$ cat src/rtl/mc_sequencer.sv
// Multi-cycle control sequencer for the RV32I datapath: walks each instruction
// through FETCH/DECODE/EXEC/MEM/WB and traps on illegal opcodes or memory timeout.
module mc_sequencer #(
    parameter int WAIT_MAX = 8,
    parameter int CNT_W    = 32
) (
    input  logic             clk,
    input  logic             rst,
    input  logic [6:0]       opcode,
    input  logic [2:0]       funct3,
    input  logic [3:0]       zcnv,
    input  logic             mem_ready,
    output logic             pc_en,
    output logic             ir_load,
    output logic [5:0]       ctrl_wrd,
    output logic             illegal_instr,
    output logic             mem_timeout,
    output logic [CNT_W-1:0] retired
);
    localparam int WC_W = (WAIT_MAX > 1) ? $clog2(WAIT_MAX) : 1;
    localparam logic [WC_W-1:0] WAIT_LAST = WC_W'(WAIT_MAX - 1);

    localparam logic [6:0] OP_R      = 7'b0110011;
    localparam logic [6:0] OP_I      = 7'b0010011;
    localparam logic [6:0] OP_LOAD   = 7'b0000011;
    localparam logic [6:0] OP_STORE  = 7'b0100011;
    localparam logic [6:0] OP_BRANCH = 7'b1100011;

    typedef enum logic [2:0] {
        S_FETCH, S_DECODE, S_EXEC, S_MEM, S_WB, S_TRAP
    } state_t;

    state_t            state_reg, state_next;
    logic [WC_W-1:0]   wait_cnt_reg;
    logic [CNT_W-1:0]  retired_reg;
    logic              illegal_reg, timeout_reg;

    logic is_r, is_i, is_load, is_store, is_branch, branch_taken;
    logic s_pc_sel, s_alub_sel, s_wb_sel, reg_we, dmem_re, dmem_we;
    logic pc_en_next, ir_load_next;
    logic retire, set_illegal, set_timeout, clear_wait, inc_wait;

    assign is_r      = (opcode == OP_R);
    assign is_i      = (opcode == OP_I);
    assign is_load   = (opcode == OP_LOAD);
    assign is_store  = (opcode == OP_STORE);
    assign is_branch = (opcode == OP_BRANCH);

    // zcnv = {Z, C, N, V}; C set means no borrow, so unsigned-less-than is !C
    always_comb begin
        branch_taken = 1'b0;
        case (funct3)
            3'b000:  branch_taken = zcnv[3];
            3'b001:  branch_taken = !zcnv[3];
            3'b100:  branch_taken = zcnv[1] ^ zcnv[0];
            3'b101:  branch_taken = !(zcnv[1] ^ zcnv[0]);
            3'b110:  branch_taken = !zcnv[2];
            3'b111:  branch_taken = zcnv[2];
            default: branch_taken = 1'b0;
        endcase
    end

    always_comb begin
        state_next   = state_reg;
        pc_en_next   = 1'b0;
        ir_load_next = 1'b0;
        s_pc_sel     = 1'b0;
        s_alub_sel   = 1'b0;
        s_wb_sel     = 1'b0;
        reg_we       = 1'b0;
        dmem_re      = 1'b0;
        dmem_we      = 1'b0;
        retire       = 1'b0;
        set_illegal  = 1'b0;
        set_timeout  = 1'b0;
        clear_wait   = 1'b0;
        inc_wait     = 1'b0;
        case (state_reg)
            S_FETCH: begin
                ir_load_next = 1'b1;
                state_next   = S_DECODE;
            end
            S_DECODE: begin
                if (!(is_r || is_i || is_load || is_store || is_branch) ||
                    (is_branch && (funct3 == 3'b010 || funct3 == 3'b011))) begin
                    set_illegal = 1'b1;
                    state_next  = S_TRAP;
                end else begin
                    state_next = S_EXEC;
                end
            end
            S_EXEC: begin
                s_alub_sel = is_i || is_load || is_store;
                if (is_branch) begin
                    pc_en_next = 1'b1;
                    s_pc_sel   = branch_taken;
                    retire     = 1'b1;
                    state_next = S_FETCH;
                end else if (is_load || is_store) begin
                    clear_wait = 1'b1;
                    state_next = S_MEM;
                end else begin
                    state_next = S_WB;
                end
            end
            S_MEM: begin
                s_alub_sel = 1'b1;
                dmem_re    = is_load;
                dmem_we    = is_store;
                if (mem_ready) begin
                    if (is_store) begin
                        pc_en_next = 1'b1;
                        retire     = 1'b1;
                        state_next = S_FETCH;
                    end else begin
                        state_next = S_WB;
                    end
                end else if (wait_cnt_reg == WAIT_LAST) begin
                    set_timeout = 1'b1;
                    state_next  = S_TRAP;
                end else begin
                    inc_wait = 1'b1;
                end
            end
            S_WB: begin
                reg_we     = 1'b1;
                s_wb_sel   = is_load;
                s_alub_sel = is_i || is_load || is_store;
                pc_en_next = 1'b1;
                retire     = 1'b1;
                state_next = S_FETCH;
            end
            default: state_next = S_TRAP;
        endcase
    end

    always_ff @(posedge clk) begin
        if (rst) begin
            state_reg    <= S_FETCH;
            wait_cnt_reg <= '0;
            retired_reg  <= '0;
            illegal_reg  <= 1'b0;
            timeout_reg  <= 1'b0;
        end else begin
            state_reg <= state_next;
            if (clear_wait)
                wait_cnt_reg <= '0;
            else if (inc_wait)
                wait_cnt_reg <= wait_cnt_reg + WC_W'(1);
            if (retire)
                retired_reg <= retired_reg + CNT_W'(1);
            if (set_illegal)
                illegal_reg <= 1'b1;
            if (set_timeout)
                timeout_reg <= 1'b1;
        end
    end

    // Reset masks the strobes so an abandoned instruction cannot write anything
    assign pc_en         = pc_en_next && !rst;
    assign ir_load       = ir_load_next && !rst;
    assign ctrl_wrd      = rst ? 6'b0 : {s_pc_sel, s_alub_sel, s_wb_sel, reg_we, dmem_re, dmem_we};
    assign illegal_instr = illegal_reg;
    assign mem_timeout   = timeout_reg;
    assign retired       = retired_reg;
endmodule

$ cat config.mk
export PLATFORM = sky130hd
export DESIGN_NAME = mc_sequencer
export DESIGN_NICKNAME = d
export VERILOG_FILES = /design/src/rtl/mc_sequencer.sv
export SDC_FILE = /design/constraint.sdc
export NUM_CORES = 1
export LEC_CHECK = 0
export CORE_AREA = 2 2 68 70
export DETAILED_ROUTE_END_ITERATION = 10
export DIE_AREA = 0 0 70 72
export GPL_ROUTABILITY_DRIVEN = 0
export GPL_TIMING_DRIVEN = 0
export HOLD_SLACK_MARGIN = 0.03
export PLACE_DENSITY = 0.87
export SYNTH_ARGS = -nofsm -noshare
export SYNTH_HDL_FRONTEND = slang
export SYNTH_SLANG_ARGS = --single-unit
$ cat constraint.sdc
create_clock -name clk -period 5.9 [get_ports clk]
set_input_delay 1.18 -clock clk [delete_from_list [all_inputs] [get_ports clk]]
set_output_delay 1.18 -clock clk [all_outputs]
set_load 0.01 [all_outputs]
==> results.txt, run 1 <==
----------------------------------------------------
[Die]
  I/O pin total ... 59
  Core Region ... ~4300 sq um
  Row Count ... 24
  Die boundary width ... 70 microns
  Starting density of the core ... around half
  Die Y-Extent ... 72 microns
  Overall die area ... between 5000 and 6000 sq um

[Clock network]
  Total CTS buffers ... 5
  H-tree depth ... 2
  Maximum clock insertion buffer count ... 2
  Clock Tree Root ... sky130_fd_sc_hd__clkbuf_8
  Hold-fix buffers at CTS ... 0
  Setup repair bufs after CTS ... 0
  Later-pin clock latency in the skew report ... 290 ps
  CTS tree ... done
  Clock edge transition at the registers on the reported setup and hold paths ... approximately 70 ps
  CTS sink count ... 40
  Post-cts resize count ... 0

[Timing]
  Tightest Pin Transition ... 847.1 ps
  Aggregate negative setup slack ... 0 ps
  Fin crit period ... 4504 ps
  Final number of hold-violating endpoints ... 0
  Maximum clock rate ... ~0.22 GHz
  Skew final ... between 6 and 7 ps
  Setup repair after global routing missed its margin ... no
  Final worst-path cycle share ... between 70% and 80%
  Worst hold slack after final layout ... between 400 and 500 ps
  Final Max Tran Viols ... 0
  Max-Slew Margin vs Limit ... 43.09%
  Post-route worst setup slack ... 1396 ps
  Setup-failing EPs final ... 0

[Run]
  Number of maximum-capacitance violations ... 0

[Pwr]
  Cell leakage power ... just over 0.9 nW
  Part of the total power dissipated in sequential elements ... 51.7%
  Maximum vdd drop ... approximately 0.13 mV
  PD cells ... about 180 nW/um^2
  Combinational share of power ... a little under an eighth
  Clock group share of total power ... 37.0%
  Post-route total power ... 0.5352 mW
  Sw Share ... 23.93%
  Cell Int Power ... ~0.41 mW
  Net load switching power ... between 0.1 and 0.15 mW

[Detailed routing]
  Number of nets still failing antenna checks after routing ... 0
  Average routed wire per standard cell ... between 10 and 15 microns
  Pre-antenna DRT Iters ... 5
  Post-route DRC violation count ... 0
  Final Routed Wirelength ... approximately 5600 microns
  Via-per-instance ratio ... 6.047
  First-iteration detailed-routing DRC count ... 200
  Vias ... between 2000 and 2500

[Setup path]
  Register-to-Register Path Depth ... 8
  Category of the worst setup path capture point ... output port
  Critical path data arrival time ... 3320 ps
  Critical setup path kind ... input port to output port
  Startpoint types ... input port
  Crit Path Max Fanout ... 9
  Required time at the worst-slack endpoint ... 4720 ps

[Synthesis]
  Fraction of post-synthesis cell area in the top cell type by area ... 36.78%
  Number of enable flip-flop cells after synthesis ... 0
  Cell area after technology mapping ... around 2200 sq um
  Share of synthesized area occupied by flip-flops and latches ... 36.78%
  Register bit count reported by yosys ... 40
  Post-synthesis cell count ... 266
  Number of nets in the synthesized netlist ... between 200 and 300
  Most common cell in the synthesized netlist ... sky130_fd_sc_hd__dfxtp_1
  Synth cell types ... 42
  Synth warn ... 0
  Primary flip-flop cell chosen by synthesis mapping ... sky130_fd_sc_hd__dfxtp_1
  Dominant cell type by area after synthesis ... sky130_fd_sc_hd__dfxtp_1
  Synthesized area divided by synthesized cell count ... just over 8 sq um
  Fraction of synthesis flops using an asynchronous set or reset pin ... 0%
  Top cells by area, synth ... sky130_fd_sc_hd__dfxtp_1, sky130_fd_sc_hd__a21oi_1, sky130_fd_sc_hd__o31ai_1, sky130_fd_sc_hd__or4_1, sky130_fd_sc_hd__nor2_1
  Top cells by instance count after synthesis ... sky130_fd_sc_hd__dfxtp_1, sky130_fd_sc_hd__a21oi_1, sky130_fd_sc_hd__nor2_1

[Status]
  Outcome ... finished, final reports clean

[Worst hold path]
  Min-Delay Path Depth ... 2
  Type of the most critical hold path ... flip-flop to flip-flop

[Final layout]
  Post-layout net count ... between 300 and 400
  Share of post-route cells with drive strength above 1 ... 6.647%
  Post-synthesis to final-layout area growth ... 34.08%
  Number of flip-flops in the largest register ... 32
  Ant. Diodes ... 0

[GRT]
  Remaining Overflow, GRT ... 0
  Initial antenna violation count ... 0
  First-pass GRT wire length ... 8935 microns
  Pin count of the biggest net entering global routing ... 12
  Via count of the first global-routing pass ... between 1500 and 2000
  Total track usage ... ~22%

[Placed design]
  Number of port buffers ... a little under 60
  Detailed-placement wirelength estimate ... 4108 microns
  Worst slack after detailed placement ... around 1400 ps

----------------------------------------------------
==> cells by family (layout without fill, tap and decap cells) <==
kind of cell               after synthesis  in the layout  share of synthesized area, %
DFF                                     40             40                         36.78
and+or+nand+nor                        114            114                         31.09
xor gates and xnor gates                 7              7                         2.816
muxes                                    7              7                         3.391
AOI/OAI and AO/OA                       71             71                         19.71
buffers and inverters                   24             89                         4.483
adders and majority gates                3              3                         1.724
==> metrics by stage <==
step,cells,utilization [%],instance area [sq um]
2_1_floorplan,266,-,2177
4_1_cts,383,68.46,2919
3_3_place_gp,376,66.20,2823
6_report,383,68.46,2919
3_5_place_dp,376,66.20,2823
5_1_grt,383,68.46,2919
==> cell type report <==
class / count / area [sq um]
clock buffer: 7 / 96.34
sequential: 40 / 800.8
timing repair buffer: 58 / 580.6
fill: 353 / 1345
multi-input combinational: 202 / 1279
inverter: 11 / 41.29
tap: 52 / 65.06
buffer: 13 / 56.30
==> power by group through the flow <==
stage	Clock (mW)	Sequential [mW]	Combinational (mW)
6_report	0.198	0.277	0.0605
2_1_floorplan	0	0.283	0.0307
5_1_grt	0.210	0.277	0.0651
3_3_place_gp	0	0.283	0.0588
3_5_place_dp	0	0.283	0.0597
4_1_cts	0.199	0.277	0.0604
==> routing by layer <==
metal / vias to the layer above / global-route usage, % / part of all wire (%)
li1: 1123 / - / -
met1: 1098 / 26.67 / 42
met2: 88 / 38.73 / 51
met3: 7 / 4.444 / 5.8
met4: 0 / 5.556 / 1.2
met5: - / 0 / 0
==> critical path: stages <==
cell,delay [ps]
sky130_fd_sc_hd__clkdlybuf4s50_1,580
sky130_fd_sc_hd__nor4bb_1,340
sky130_fd_sc_hd__nor3b_2,390
sky130_fd_sc_hd__nor3_2,170
sky130_fd_sc_hd__nor2_1,120
sky130_fd_sc_hd__clkdlybuf4s50_1,540
==> cells in the final DEF (no fill, tap or decap), drive strengths merged, types with 7 or more instances in the layout <==
master         count
o31ai             19
inv               11
nor2              25
nand2             15
o21ai             14
dfxtp             40
nor3               7
nand3             12
clkbuf            14
a21oi             31
or3                9
or4               18
clkdlybuf4s50     58
==> worst paths after layout <==
check                      from            end  slack [ps]
hold reg to reg   illegal_instr  illegal_instr         450
setup / recovery      opcode[5]          pc_en        1400
setup reg to reg   state_reg[0]    retired[25]        3480
hold / removal    illegal_instr  illegal_instr         450
(Power assumes the default switching activity.)
==> inputs of run 2 (changes only) <==
CORE_AREA = 2 2 75 77   (was 2 2 68 70)
DIE_AREA = 0 0 77 79   (was 0 0 70 72)
PLACE_DENSITY = 0.77   (was 0.87)
clock period = 4.05 ns   (was 5.9 ns; I/O delays follow)
==> run 2 against run 1 <==
Compared with the run above: global-route usage down 2.6 points; critical path depth unchanged; wire length down 0.73%; highest routed layer unchanged.
==> results.txt, run 2 (same netlist as run 1, synthesis figures left out) <==
----------------------------------------------------
[Placed design]
  Number of port buffers ... 58
  Cell area after placement ... approximately 2800 sq um
  Placed instance count ... between 300 and 400
  Detailed-placement wirelength estimate ... 4109 microns

[Setup path]
  Crit Path Max Fanout ... 9
  Worst stage delay on the critical path ... roughly 540 ps
  Required time at the worst-slack endpoint ... 3240 ps
  Category of the worst setup path capture point ... output port
  Combined buffer and inverter count along the critical path ... 2
  Register-to-Register Path Depth ... 8
  Reg-to-reg slack, setup ... 1560 ps
  Reg2Reg Capture Point ... retired[3]
  Crit-path leading delay family ... buffers and inverters
  Startpoint types ... input port
  Worst-path cell with the longest stage delay ... sky130_fd_sc_hd__clkdlybuf4s50_1
  Critical R2R Launch ... state_reg[2]
  Critical path data arrival time ... approximately 2900 ps
  Cell mode on critical path ... sky130_fd_sc_hd__clkdlybuf4s50_1
  Critical setup path kind ... input port to output port
  Cell-by-cell trace of the critical path ... clkdlybuf4s50_1, nor4bb_1, nor3b_2, nor3_2, nor2_1, clkdlybuf4s50_1

[Die]
  Starting density of the core ... 40.79%
  Die Y-Extent ... 79 microns
  Overall die area ... a little over 6000 sq um
  Row Count ... 27
  I/O pin total ... 59
  Core Region ... around 5300 sq um
  Die boundary width ... slightly below 80 microns

[Pwr]
  PD cells ... approximately 250 nW/um^2
  Cell leakage power ... 0.9118 nW
  Maximum vdd drop ... 0.1920 mV

[Final layout]
  Share of post-route cells with drive strength above 1 ... around 6.6%
  Post-layout net count ... around 350
  Design Area, Final ... about 3000 sq um
  Final Instance Count excl. Fillers ... about 400
  Ant. Diodes ... 0
  Most common cell after layout, fill and taps aside ... sky130_fd_sc_hd__clkdlybuf4s50_1
  Number of flip-flops in the largest register ... 32
  Top library cells by usage in the layout, fill and taps aside ... sky130_fd_sc_hd__clkdlybuf4s50_1, sky130_fd_sc_hd__dfxtp_1, sky130_fd_sc_hd__a21oi_1
  Post-synthesis to final-layout area growth ... 34.54%

[Worst hold path]
  Min-Delay Path Depth ... 2
  Type of the most critical hold path ... flip-flop to flip-flop
  Start point of the worst min-delay path ... illegal_instr
  Capture endpoint of the worst hold path ... illegal_instr

[Timing]
  Skew final ... between 9 and 10 ps
  Maximum clock rate ... 0.2692 GHz
  Final worst-path cycle share ... approximately 92%
  Fin crit period ... ~3700 ps
  Max-Slew Margin vs Limit ... 45.70%
  Final Max Tran Viols ... 0
  Setup-failing EPs final ... 0
  Tightest Pin Transition ... 808.3 ps
  Final number of hold-violating endpoints ... 0
  Aggregate negative setup slack ... 0 ps
  Setup repair after global routing missed its margin ... no

[GRT]
  Pin count of the biggest net entering global routing ... 13
  Via count of the first global-routing pass ... between 2000 and 2500
  Remaining Overflow, GRT ... 0
  Initial antenna violation count ... 0
  Total track usage ... around a fifth
  First-pass GRT wire length ... between 9000 and 10000 microns

[Clock network]
  CTS tree ... done
  Later-pin clock latency in the skew report ... 290 ps
  Hold-fix buffers at CTS ... 0
  Clock Tree Root ... sky130_fd_sc_hd__clkbuf_8
  H-tree depth ... 2
  Total CTS buffers ... 5
  Maximum clock insertion buffer count ... 2
  CTS sink count ... 40
  Setup repair bufs after CTS ... 0
  Post-cts resize count ... 0
  Clock edge transition at the registers on the reported setup and hold paths ... approximately 70 ps

[Run]
  Number of maximum-capacitance violations ... 0

[Detailed routing]
  Post-route DRC violation count ... 0
  Vias ... between 2000 and 2500
  Number of nets still failing antenna checks after routing ... 0
  Final Routed Wirelength ... approximately 5600 microns
  Average routed wire per standard cell ... about 14 microns
  Via-per-instance ratio ... ~5.6
  Pre-antenna DRT Iters ... 4
  First-iteration detailed-routing DRC count ... roughly 110

[Status]
  Outcome ... finished, final reports clean

----------------------------------------------------
==> run 2: changes by cell type in the layout (fill, tap and decap cells not counted) <==
cell                         previous run  this run
sky130_fd_sc_hd__clkbuf_8               7         5
sky130_fd_sc_hd__clkinv_2               0         1
sky130_fd_sc_hd__clkinvlp_4             0         1
==> run 2: worst register-to-register path: stages, from the launching register on <==
cell	delay, ps
sky130_fd_sc_hd__dfxtp_1	340
sky130_fd_sc_hd__buf_2	200
sky130_fd_sc_hd__nand3b_1	280
sky130_fd_sc_hd__nor3b_2	130
sky130_fd_sc_hd__o31ai_2	620
sky130_fd_sc_hd__buf_2	330
sky130_fd_sc_hd__buf_2	270
sky130_fd_sc_hd__xnor2_1	150
sky130_fd_sc_hd__nor2_1	50
==> run 2: power breakdown <==
part	internal (mW)	switching, mW
combinational	0.0426	0.0452
clock	0.117	0.137
sequential	0.399	0.00420
==> run 2: worst max-delay path by stage <==
stage,end,start,slack (ps),depth (start not counted)
finish,pc_en,mem_ready,330,6
global route,pc_en,mem_ready,190,6
CTS,pc_en,mem_ready,310,6
detailed placement,pc_en,mem_ready,340,6
global placement,pc_en,mem_ready,330,6
floorplan,ctrl_wrd[1],opcode[2],1380,3
==> run 2: metrics by stage <==
stage / total power, mW / util [%] / hold slack, ps / setup slack [ps]
6_report: 0.7445 / 54.88 / 452.8 / 334.9
3_3_place_gp: 0.4976 / 53.35 / 440.4 / 327.0
5_1_grt: 0.7807 / 54.88 / 494.3 / 186.8
3_5_place_dp: 0.4992 / 53.35 / 439.2 / 340.8
2_1_floorplan: 0.4575 / - / 464.6 / 1380
4_1_cts: 0.7507 / 54.88 / 455.9 / 312.9
==> run 2: per-layer routing <==
| layer | wire (microns) | track usage [%] |
|---|---|---|
| met2 | 2710 | 32.54 |
| met1 | 2490 | 24.12 |
| met4 | 42 | 5.179 |
| met5 | 0 | 0 |
| met3 | 335 | 4.545 |
==> run 2: area by class of cell <==
| cell class | count | area, sq um |
|---|---|---|
| Clock buffer | 5 | 68.82 |
| Multi-Input combinational cell | 202 | 1279 |
| Sequential cell | 40 | 800.8 |
| Inverter | 11 | 41.29 |
| Tap cell | 72 | 90.09 |
| Fill cell | 517 | 2409 |
| Buffer | 13 | 56.30 |
| Clock inverter | 2 | 12.51 |
| Timing Repair Buffer | 58 | 580.6 |
==> inputs of run 3 (changes only) <==
CAP_MARGIN = 30   (was unset)
==> results of run 3 <==
The final DEF is identical to that of run 2; final timing and power are the same.
==> variant: new RTL, settings of run 2 <==
Reset style: asynchronous (`rst`), changed in one clocked block.
--- a/src/rtl/mc_sequencer.sv
+++ b/src/rtl/mc_sequencer.sv
@@ -135,5 +135,5 @@
     end
 
-    always_ff @(posedge clk) begin
+    always_ff @(posedge clk or posedge rst) begin
         if (rst) begin
             state_reg    <= S_FETCH;
Behaviour: differs if rst is asserted again (counterexample within 4 cycles, from zero or initial values and one cycle with rst high); with rst held inactive, the same outputs for 10 cycles.
==> variant against run 2 <==
  * First-iteration DRC count down 18%
  * Setup slack improved by 0.081 ns
  * Sequential cell count did not move
  * Fmax rose by 2.2%
  * Global-route usage decreased by 3.2 points
  * Design area is 2.9% lower
  * Via count decreased by 24%
  * Worst hold slack gained 0.024 ns
  * Routed wire length is 18% lower
  * Count of clock-buffer cells in the layout unchanged
  * Area after synthesis shrank 3.4%
  * Clock skew is 0.0081 ns lower
Power is not compared: it rests on default switching activity, and its combinational part moved more than twofold at a synthesized area within 25%.
==> variant: results (changes against run 2) <==
* Outcome: finished clean (unchanged)
* Share of layout cells above drive strength 1 at 8.68% (was 6.65%)
* Adder-Cell Fraction of Synth Area at 1.79% (was 1.72%)
* Gates resized, CTS repair at 0 (unchanged)
* Worst setup path startpoint: opcode[2] (was mem_ready)
* Sequential-to-total area share from yosys stat at 47.6% (was 36.8%)
* Worst Reg-to-Reg Cells at 5 (was 8)
* Commonest cells post-synth: dfrtp_1, nand2_1, xnor2_1, nor2_1, xor2_1 (was dfxtp_1, a21oi_1, nor2_1, o31ai_1, or4_1)
* Largest net degree at the start of global routing at 41 (was 13)
* Hold worst-path end: retired[31] (was illegal_instr)
* Unique cell type count in the Yosys netlist at 44 (was 42)
* Share of flip-flops with an asynchronous set or reset at 100% (was 0%)
* Initial antenna violation count at 0 (unchanged)
* Arrival @ worst endpoint at 2.82 ns (was 2.91 ns)
* CTS buffer count at 5 (unchanged)
* Worst Skew at 0.00186 ns (was 0.00997 ns)
* R2r endpoint: retired[18] (was retired[3])
* Worst setup endpoint: ctrl_wrd[1] (was pc_en)
* First DRT Iteration DRCs at 91 (was 111)
* Worst Hold Path Cells at 1 (was 2)
* Compound-Gate Fraction of Synth Area at 8.10% (was 19.7%)
* Post-synthesis mux area share at 1.96% (was 3.39%)
* Syn_nets at 221 (was 286)
* Post-DR vias/cell at 5.07 (was 5.60)
* Peak VDD IR at 0.213 mV
* Crit Path Max Fanout at 6 (was 9)
* Vias in the first global route at 1688 (was 2075)
* Synth top area cells: dfrtp_1, xnor2_1, xor2_1, nand2_1, nor2_1 (was dfxtp_1, a21oi_1, o31ai_1, or4_1, nor2_1)
* Reg-to-reg setup timing slack at 2.28 ns (was 1.56 ns)
* Synth Flop Type: dfrtp_1 (was dfxtp_1)
* Post-synthesis xor/xnor area fraction at 14.6% (was 2.82%)
* NumNets Final at 285 (was 351)
* Port Buffers at 57 (was 58)
* Min-delay src: retired[31] (was illegal_instr)
* Least-Margin Pin Slew at 0.832 ns (was 0.808 ns)
* Synth warnings at 0 (unchanged)
* Max reg flops at 32 (unchanged)
* First-pass GRT wire length at 7.73 mm (was 9.56 mm)
* Maximum clock frequency at 0.275 GHz (was 0.269 GHz)
* Wirelength per Cell at 13.6 um (was 13.8 um)
* Setup WS pre-CTS at 0.415 ns (was 0.341 ns)
* Reg-to-Reg Start: state_reg[2] (unchanged)
* Final HPWL from detailed placement at 3.33 mm (was 4.11 mm)
* Worst-Skew Late Latency at 0.28 ns
* GRT Total Usage at 15.8% (was 19.0%)
-- variant: cell count changes after synthesis, moves of 7 or more --
| cell | change |
|---|---|
| nand2_1 | +7 |
| xnor2_1 | +17 |
| a21oi_1 | -27 |
| or4_1 | -17 |
| o31ai_1 | -18 |
| o21ai_0 | -8 |
| xor2_1 | +11 |
| or3_1 | -8 |
| dfrtp_1 | +40 |
| dfxtp_1 | -40 |
| inv_1 | -7 |
-- variant: report_power, final --
group	switching (mW)	total, mW	leakage (nW)	internal (mW)
clock	0.134	0.251	0.0400	0.117
combinational	0.117	0.233	0.665	0.116
sequential	0.0432	0.475	0.531	0.431
total	0.295	0.959	1.24	0.664
-- variant: area by class of cell --
class	count	area [um^2]
Fill cell	503	2490
Multi-Input combinational cell	155	1080
Clock inverter	2	12.5
Buffer	2	7.51
Sequential cell	40	1000
Inverter	4	15.0
Clock buffer	5	68.8
Timing Repair Buffer	57	571
Tap cell	72	90.1
-- variant: through the flow --
stage | power, mW | area [um^2] | cells | hold slack (ns)
floorplan | 0.609 | 2100 | 201 | 0.490
global placement | 0.711 | 2760 | 330 | 0.455
detailed placement | 0.717 | 2760 | 330 | 0.469
CTS | 0.970 | 2840 | 337 | 0.484
global route | 1.02 | 2840 | 337 | 0.501
finish | 0.959 | 2840 | 337 | 0.476
-- variant: per-layer routing --
metal / share of wire [%] / track usage (%) / wire, um
met1: 46 / 21.2 / 2090
met2: 47 / 25.0 / 2170
met3: 6.7 / 5.11 / 309
met4: 0.54 / 4.11 / 25
met5: 0 / 0 / 0
-- variant: critical path, cell delays in order --
cell and delay (ns):
clkdlybuf4s50_1 0.39, and4bb_2 0.39, nand2b_1 0.14, or4_1 0.44
nor2_1 0.11, clkdlybuf4s50_1 0.54
